`src/rtl/des_permutation_unit_pkg.sv`:
```
// DES IP/FP tables in DES bit numbering (bit 1 = MSB = index 64) and the combinational permute.
// Pure functions and constants: no latency, no flow control.
package des_perm_pkg;

    localparam logic MODE_IP = 1'b0;
    localparam logic MODE_FP = 1'b1;

    localparam int DES_IP [1:64] = '{
        58, 50, 42, 34, 26, 18, 10, 2,
        60, 52, 44, 36, 28, 20, 12, 4,
        62, 54, 46, 38, 30, 22, 14, 6,
        64, 56, 48, 40, 32, 24, 16, 8,
        57, 49, 41, 33, 25, 17,  9, 1,
        59, 51, 43, 35, 27, 19, 11, 3,
        61, 53, 45, 37, 29, 21, 13, 5,
        63, 55, 47, 39, 31, 23, 15, 7
    };

    localparam int DES_FP [1:64] = '{
        40, 8, 48, 16, 56, 24, 64, 32,
        39, 7, 47, 15, 55, 23, 63, 31,
        38, 6, 46, 14, 54, 22, 62, 30,
        37, 5, 45, 13, 53, 21, 61, 29,
        36, 4, 44, 12, 52, 20, 60, 28,
        35, 3, 43, 11, 51, 19, 59, 27,
        34, 2, 42, 10, 50, 18, 58, 26,
        33, 1, 41,  9, 49, 17, 57, 25
    };

    // Output DES bit i takes input DES bit TABLE[i]; DES bit k sits at vector index 65-k.
    function automatic logic [64:1] des_permute(input logic [64:1] d, input logic mode);
        logic [64:1] r;
        logic [6:0]  dst;
        logic [6:0]  src;
        r = '0;
        for (int i = 1; i <= 64; i++) begin
            dst = 7'(65 - i);
            src = (mode == MODE_IP) ? 7'(65 - DES_IP[i]) : 7'(65 - DES_FP[i]);
            r[dst] = d[src];
        end
        return r;
    endfunction

endpackage

```
`src/rtl/des_permutation_unit_if.sv`:
```
// Block/mode/tag handshake bundle between a source/sink (master) and the permutation unit (slave).
// Valid/ready on both the input and output sides.
interface des_permutation_unit_if #(
    parameter int TAG_WIDTH = 4
);
    logic [64:1]          Input_Text;
    logic                 Input_Mode;
    logic [TAG_WIDTH-1:0] Input_Tag;
    logic                 Input_Valid;
    logic                 Input_Ready;
    logic [64:1]          Permutation_Output;
    logic                 Output_Mode;
    logic [TAG_WIDTH-1:0] Output_Tag;
    logic                 Output_Valid;
    logic                 Output_Ready;
    logic                 Busy;

    modport master (
        output Input_Text, Input_Mode, Input_Tag, Input_Valid, Output_Ready,
        input  Input_Ready, Permutation_Output, Output_Mode, Output_Tag, Output_Valid, Busy
    );

    modport slave (
        input  Input_Text, Input_Mode, Input_Tag, Input_Valid, Output_Ready,
        output Input_Ready, Permutation_Output, Output_Mode, Output_Tag, Output_Valid, Busy
    );
endinterface

```
`src/rtl/des_permutation_unit_stage.sv`:
```
// One valid/ready register slot: 1 cycle latency, in_rdy_o = empty or draining (no skid buffer).
// Data holds when nothing is loaded; only the valid bit moves.
module des_perm_stage #(
    parameter int WIDTH = 69
) (
    input  logic             clk,
    input  logic             rst,
    input  logic             in_vld_i,
    input  logic [WIDTH-1:0] in_dat_i,
    output logic             in_rdy_o,
    output logic             out_vld_o,
    output logic [WIDTH-1:0] out_dat_o,
    input  logic             out_rdy_i
);
    logic             vld_q, vld_d;
    logic [WIDTH-1:0] dat_q, dat_d;

    assign in_rdy_o  = !vld_q || out_rdy_i;
    assign out_vld_o = vld_q;
    assign out_dat_o = dat_q;

    always_comb begin
        vld_d = vld_q;
        dat_d = dat_q;
        if (in_rdy_o) begin
            vld_d = in_vld_i;
        end
        if (in_rdy_o && in_vld_i) begin
            dat_d = in_dat_i;
        end
    end

    always_ff @(posedge clk) begin
        if (rst) begin
            vld_q <= 1'b0;
            dat_q <= '0;
        end else begin
            vld_q <= vld_d;
            dat_q <= dat_d;
        end
    end
endmodule

```
`src/rtl/des_permutation_unit.sv`:
```
// DES IP/FP permutation pipeline: latency PIPE_STAGES cycles, 1 block/cycle.
// Input_Ready follows Output_Ready combinationally through the stage chain; stalls fill upstream.
module des_permutation_unit
    import des_perm_pkg::*;
#(
    parameter int PIPE_STAGES = 1,
    parameter int TAG_WIDTH   = 4
) (
    input  logic                   clk,
    input  logic                   rst,
    des_permutation_unit_if.slave  bus
);
    localparam int W = 64 + 1 + TAG_WIDTH;

    if (PIPE_STAGES < 1 || PIPE_STAGES > 4) begin : g_bad_pipe_stages
        $error("des_permutation_unit: PIPE_STAGES must be within 1..4");
    end

    // Index 0 is the input port, index PIPE_STAGES is the last stage feeding the outputs.
    logic [PIPE_STAGES:0] vld;
    logic [PIPE_STAGES:0] rdy;
    logic [W-1:0]         dat [0:PIPE_STAGES];

    assign vld[0] = bus.Input_Valid;
    assign dat[0] = {des_permute(bus.Input_Text, bus.Input_Mode), bus.Input_Mode, bus.Input_Tag};
    assign bus.Input_Ready = rdy[0];
    assign rdy[PIPE_STAGES] = bus.Output_Ready;

    for (genvar g = 0; g < PIPE_STAGES; g++) begin : g_stage
        des_perm_stage #(
            .WIDTH (W)
        ) u_stage (
            .clk       (clk),
            .rst       (rst),
            .in_vld_i  (vld[g]),
            .in_dat_i  (dat[g]),
            .in_rdy_o  (rdy[g]),
            .out_vld_o (vld[g+1]),
            .out_dat_o (dat[g+1]),
            .out_rdy_i (rdy[g+1])
        );
    end

    assign bus.Output_Valid = vld[PIPE_STAGES];
    assign {bus.Permutation_Output, bus.Output_Mode, bus.Output_Tag} = dat[PIPE_STAGES];
    assign bus.Busy = |vld[PIPE_STAGES:1];
endmodule

```
`src/flat_wrapper.sv`:
```
// flat-port wrapper written by rule: the top's interface ports become plain ports
module des_permutation_unit_flat import des_perm_pkg::*;
#(
    parameter int PIPE_STAGES = 1,
    parameter int TAG_WIDTH   = 4
)
  (clk, rst, bus_Input_Text, bus_Input_Mode, bus_Input_Tag, bus_Input_Valid, bus_Output_Ready, bus_Input_Ready, bus_Permutation_Output, bus_Output_Mode, bus_Output_Tag, bus_Output_Valid, bus_Busy);
  des_permutation_unit_if #(.TAG_WIDTH(TAG_WIDTH)) bus_i ();
  input  logic clk;
  input  logic rst;
  input wire logic [$bits(bus_i.Input_Text)-1:0] bus_Input_Text;
  input wire logic [$bits(bus_i.Input_Mode)-1:0] bus_Input_Mode;
  input wire logic [$bits(bus_i.Input_Tag)-1:0] bus_Input_Tag;
  input wire logic [$bits(bus_i.Input_Valid)-1:0] bus_Input_Valid;
  input wire logic [$bits(bus_i.Output_Ready)-1:0] bus_Output_Ready;
  output wire logic [$bits(bus_i.Input_Ready)-1:0] bus_Input_Ready;
  output wire logic [$bits(bus_i.Permutation_Output)-1:0] bus_Permutation_Output;
  output wire logic [$bits(bus_i.Output_Mode)-1:0] bus_Output_Mode;
  output wire logic [$bits(bus_i.Output_Tag)-1:0] bus_Output_Tag;
  output wire logic [$bits(bus_i.Output_Valid)-1:0] bus_Output_Valid;
  output wire logic [$bits(bus_i.Busy)-1:0] bus_Busy;
  assign bus_i.Input_Text = bus_Input_Text;
  assign bus_i.Input_Mode = bus_Input_Mode;
  assign bus_i.Input_Tag = bus_Input_Tag;
  assign bus_i.Input_Valid = bus_Input_Valid;
  assign bus_i.Output_Ready = bus_Output_Ready;
  assign bus_Input_Ready = bus_i.Input_Ready;
  assign bus_Permutation_Output = bus_i.Permutation_Output;
  assign bus_Output_Mode = bus_i.Output_Mode;
  assign bus_Output_Tag = bus_i.Output_Tag;
  assign bus_Output_Valid = bus_i.Output_Valid;
  assign bus_Busy = bus_i.Busy;
  des_permutation_unit #(.PIPE_STAGES(PIPE_STAGES), .TAG_WIDTH(TAG_WIDTH)) u_core (.clk(clk), .rst(rst), .bus(bus_i));
endmodule
```
`config.mk`:
```
export PLATFORM = sky130hd
export DESIGN_NAME = des_permutation_unit_flat
export DESIGN_NICKNAME = d
export VERILOG_FILES = /design/src/rtl/des_permutation_unit_pkg.sv /design/src/rtl/des_permutation_unit_if.sv /design/src/rtl/des_permutation_unit_stage.sv /design/src/rtl/des_permutation_unit.sv /design/src/flat_wrapper.sv
export SDC_FILE = /design/constraint.sdc
export NUM_CORES = 1
export LEC_CHECK = 0
export ABC_CLOCK_PERIOD_IN_PS = 1300
export CAP_MARGIN = 20
export CORE_ASPECT_RATIO = 1.75
export CORE_MARGIN = 2
export CORE_UTILIZATION = 36
export CTS_BUF_LIST = sky130_fd_sc_hd__clkbuf_4
export DETAILED_ROUTE_END_ITERATION = 8
export PLACE_DENSITY = 0.71
export SLEW_MARGIN = 10
export SYNTH_ARGS = -nofsm -noshare
export SYNTH_HDL_FRONTEND = slang
export SYNTH_SLANG_ARGS = --single-unit
```
`constraint.sdc`:
```
create_clock -name clk -period 1.3 [get_ports clk]
set_input_delay 0.13 -clock clk [delete_from_list [all_inputs] [get_ports clk]]
set_output_delay 0.13 -clock clk [all_outputs]
set_load 0.03 [all_outputs]
```
-- Word-level counts from Yosys, hierarchy flattened
Index checks and enable logic that the tools add are counted.
- flip-flop bits (word level): 70
- latch bits: 0
- memory bits (writable): 0
- memory bits (read-only): 0
- output and inout port bits: 72
- memories kept: 0
- $add $sub $neg: 0
- $mul: 0
- divide/modulo/power cells: 0
- magnitude comparators: 60
- equal/unequal tests: 0
- shift operators: 0
- muxes and demuxes: 180
- bitwise operators: 0
- reduce and logical (&&, ||, !) cells: 3
- operators with widths (kind ; count):
    < comparator 7 x 8 -> 1 bit, second input constant ; 58
    binary-select mux 1 bit (select 7 bit) ; 60
    two-way mux 6 bit ; 31
    two-way mux 5 bit ; 17
    two-way mux 1 bit ; 60
    two-way mux 3 bit ; 6
    < comparator 6 x 8 -> 1 bit, second input constant ; 2
    two-way mux 7 bit ; 2
    two-way mux 4 bit ; 2
    two-way mux 2 bit ; 2
    logical AND 1 bit ; 1
    zero test 1 bit ; 1
    logical OR 1 bit ; 1

-- Longest topological paths before layout
- depth after elaboration: 3
- gate-level depth with buffers: 4
- mapped depth without buffers: 3

-- Cells and area by module
Synthesis repeated with hierarchy kept, for this count alone.
- cell total of the unflattened synthesis: 387
- area total of the unflattened synthesis: 4149.0 µm²
- by module, submodules not included (module ; times used ; cells each ; area each (µm²) ; seq. area each (µm²)):
    des_perm_stage ; 1 ; 319 ; 3109.2 ; 1401.3
    des_permutation_unit ; 1 ; 68 ; 1039.7 ; 0.0

-- Worst setup path before layout
No wires, ideal clock.
- path kind: register to register
- start point: register u_core.g_stage[0].u_stage.vld_q
- end point: register u_core.g_stage[0].u_stage.dat_q[5]
- library setup time: 0.070 ns
- arrival: 1.168 ns
- slack: 0.061 ns
- cell stages (with the launch flop): 5
- path through: dfxtp_1 nand2b_4 a21oi_4 buf_6 o2bb2ai_1
- word-level cells in the longest chain between the ends: 3
- RTL lines (element ; RTL line ; source):
    from (decl) ; des_permutation_unit_stage.sv:15 ; logic vld_q, vld_d;
    from (signal assigned) ; des_permutation_unit_stage.sv:38 ; vld_q <= vld_d;
    zero test 1 bit ; des_permutation_unit_stage.sv:18 ; assign in_rdy_o = !vld_q || out_rdy_i;
    logical OR 1 bit ; des_permutation_unit_stage.sv:18 ;
    logical AND 1 bit ; des_permutation_unit_stage.sv:28 ; if (in_rdy_o && in_vld_i) begin
    to (signal assigned) ; des_permutation_unit_stage.sv:39 ; dat_q <= dat_d;
    to (decl) ; des_permutation_unit_stage.sv:16 ; logic [WIDTH-1:0] dat_q, dat_d;
Every way passes these cells.
A chain may end at the register's enable or synchronous reset.

-- Worst setup path after layout
- start point: register u_core.g_stage[0].u_stage.vld_q
- end point: register u_core.g_stage[0].u_stage.dat_q[44]
Same word-level chain as after synthesis.

==> flow_summary.json <==
{
  "synth_top_area_share_pct": 40.6,
  "grt_max_degree": 40,
  "hold_path_depth": 3,
  "crit_start": "u_core.g_stage[0].u_stage.out_vld_o",
  "ys_warn_count": 0,
  "syn_to_final_growth_pct": 38.7,
  "initial_core_util_pct": 36.7,
  "syn_nets": 388,
  "ys_seq_area_share_pct": 40.6,
  "setup-tns-final_ps": 0,
  "cts_tree": "done",
  "fillCellCount": 889,
  "grt_pass1_vias": 2523,
  "multi_input_area_sq_um": 1350,
  "detailed_place_hpwl_um": 6220,
  "crit_type": "flop to flop",
  "synth_cell_types": 15,
  "clock_latency_ps": 400,
  "seq_area_sq_um": 1410,
  "fin_crit_sh_pct": 96.7,
  "syn-instance-count": 315,
  "io_buffers": 144,
  "hold_class": "primary input to flop",
  "synth_area_sq_um": 3450,
  "fin_worst_skew_ps": 12.4,
  "hold_viol": 0,
  "wl_per_cell_um": 16.8,
  "grt.total_usage_pct": 16.1,
  "avgSynthCellArea_sq_um": 11.0,
  "status": "complete, no violations",
  "power_density_nw_per_um2": 1140,
  "place_inst": 503,
  "antenna_found_initial": 1,
  "critPathCapture": "u_core.g_stage[0].u_stage.out_dat_o[44]",
  "max_freq_mhz": 795,
  "cp_data_arrival_time_ps": 1590,
  "r2r_setup_slack_ps": 40,
  "rr_worst_depth": 6,
  "dieArea_sq_um": 10400,
  "crit_path_max_fanout": 15,
  "power.total_mw": 5.48,
  "routed_wl_um": 8910,
  "num_rows": 47,
  "ys_seq_elements": 70,
  "fin_cells": 531,
  "die_y_um": 134,
  "die_w_um": 78.0,
  "numCtsBuffers": 9,
  "end_kind": "flop",
  "nets": 476,
  "ant_nets": 0,
  "gr-total-overflow": 0,
  "vias_per_cell": 4.77,
  "fin_crit_ps": 1260,
  "vias": 2533,
  "leakagePower_nw": 2.00,
  "required_ps": 1630,
  "core_area_sq_um": 9410,
  "drt-pass1-iter-count": 4,
  "drive_above_1_share_pct": 30.1,
  "cts-hold-fix-buffers": 0,
  "hold_ws_ps": 213,
  "synth_area_leaders": "dfxtp_1 (41%), mux2i_1 (17%), buf_4 (17%)",
  "r2r-end": "u_core.g_stage[0].u_stage.out_dat_o[44]",
  "grt_pass1_wl_um": 13000,
  "drv_cap": 0,
  "r2r-start": "u_core.g_stage[0].u_stage.out_vld_o",
  "drc_errors": 0,
  "slew_violations": 0,
  "start_kind": "flop",
  "slew_headroom_pct": 80.2,
  "drt_iter0_drc": 83,
  "io_pins": 145,
  "clk_pin_slew_worst_paths_ps": 110,
  "cts_root_buffer": "clkbuf_4",
  "finalSetupViolCount": 0,
  "tightest_slew_ps": 298,
  "ir_drop_mv": 0.589,
  "cts_sinks": 70,
  "ctsHtreeMaxLevel": 3,
  "finalWeightedCongestion": 0.750,
  "clk_path_buf_depth": 2,
  "yosysTopAreaCell": "dfxtp_1"
}
-- power breakdown --
part | switching [mW] | internal, mW
combinational | 0.681 | 0.638
clock | 0.743 | 1.04
sequential | 0.0847 | 2.29
-- registers in the layout, indices dropped and copies added, names as in the netlist --
| signal | cells |
|---|---|
| u_core.g_stage.u_stage.out_dat_o | 69 |
| u_core.g_stage.u_stage.out_vld_o | 1 |
-- worst max-delay path, stage by stage, from the launching register on --
cell	delay, ps
dfxtp_4	380
nand2b_4	70
buf_4	150
a21oi_4	150
buf_4	150
buf_6	160
o2bb2ai_1	120
-- cell type report --
class | instances | share of cell area [%]
diodes | 1 | 0.0523
clock buffers | 12 | 1.88
clock inverters | 4 | 1.99
inverters | 1 | 0.0784
multi-input cells | 151 | 28.2
flip-flops and latches | 70 | 29.4
well taps | 122 | 3.19
repair buffers | 170 | 35.3
-- per-layer routing --
layer	track usage, %	share of wire (%)
met1	16.6	37
met2	29.5	55
met3	3.59	5.5
met4	8.58	2.4
met5	0	0
-- worst min-delay path by stage --
stage | start | to | slack (ps)
3_3_place_gp | u_core.g_stage[0].u_stage.out_dat_o[7] | u_core.g_stage[0].u_stage.out_dat_o[7] | 440
4_1_cts | bus_Input_Mode | u_core.g_stage[0].u_stage.out_dat_o[65] | 190
2_1_floorplan | bus_Input_Tag[3] | u_core.g_stage[0].u_stage.out_dat_o[3] | 280
3_5_place_dp | u_core.g_stage[0].u_stage.out_dat_o[52] | u_core.g_stage[0].u_stage.out_dat_o[52] | 450
5_1_grt | bus_Input_Mode | u_core.g_stage[0].u_stage.out_dat_o[62] | 200
6_report | bus_Input_Mode | u_core.g_stage[0].u_stage.out_dat_o[62] | 210
-- logic make-up (layout without fill, tap and decap cells) --
family	Yosys count	after routing	share of synthesized area, %
other	0	1	0
AND/OR/NAND/NOR	11	11	1.92
buffers and inverters	94	187	20.3
multiplexers	60	60	17.4
flip-flops	70	70	40.6
AO/OA/AOI/OAI	80	80	19.8
-- through the flow --
stage	area [sq um]	setup slack, ps	utilization, %
detailed placement	4570	-122	48.5
CTS	4800	-1.51	51.0
finish	4790	42.7	50.9
global placement	4570	-88.5	48.5
floorplan	3450	61.4	-
global route	4790	-11.5	50.9
-- cells in the final DEF, fill, tap and decap left out, drive strengths merged --
master         Yosys  routed
a21bo              9       9
clkdlybuf4s15      0      31
buf               91      34
a21oi             11      11
nand3              9       9
mux2i             60      60
nand2b             1       1
clkbuf             2      46
nand3b             1       1
clkinv             0       1
bufinv             0       3
dfxtp             70      70
inv                1       1
clkdlybuf4s50      0      71
o2bb2ai           60      60
diode              0       1
-- synth_stat cells --
library cell,number
dfxtp_1,70
a21oi_4,1
mux2i_1,60
a21bo_2,9
nand3_1,9
inv_1,1
clkbuf_1,1
a21oi_1,10
buf_4,77
nand2b_4,1
buf_2,8
clkbuf_4,1
buf_6,6
o2bb2ai_1,60
nand3b_1,1
-- timing repair --
item,CTS,global route
pin swaps,0,1
endpoints found under the setup margin,66,90
buffers inserted,2,5
resized for setup,163,43
cloned,0,4
No activity file was read; power rests on OpenSTA's default activity.
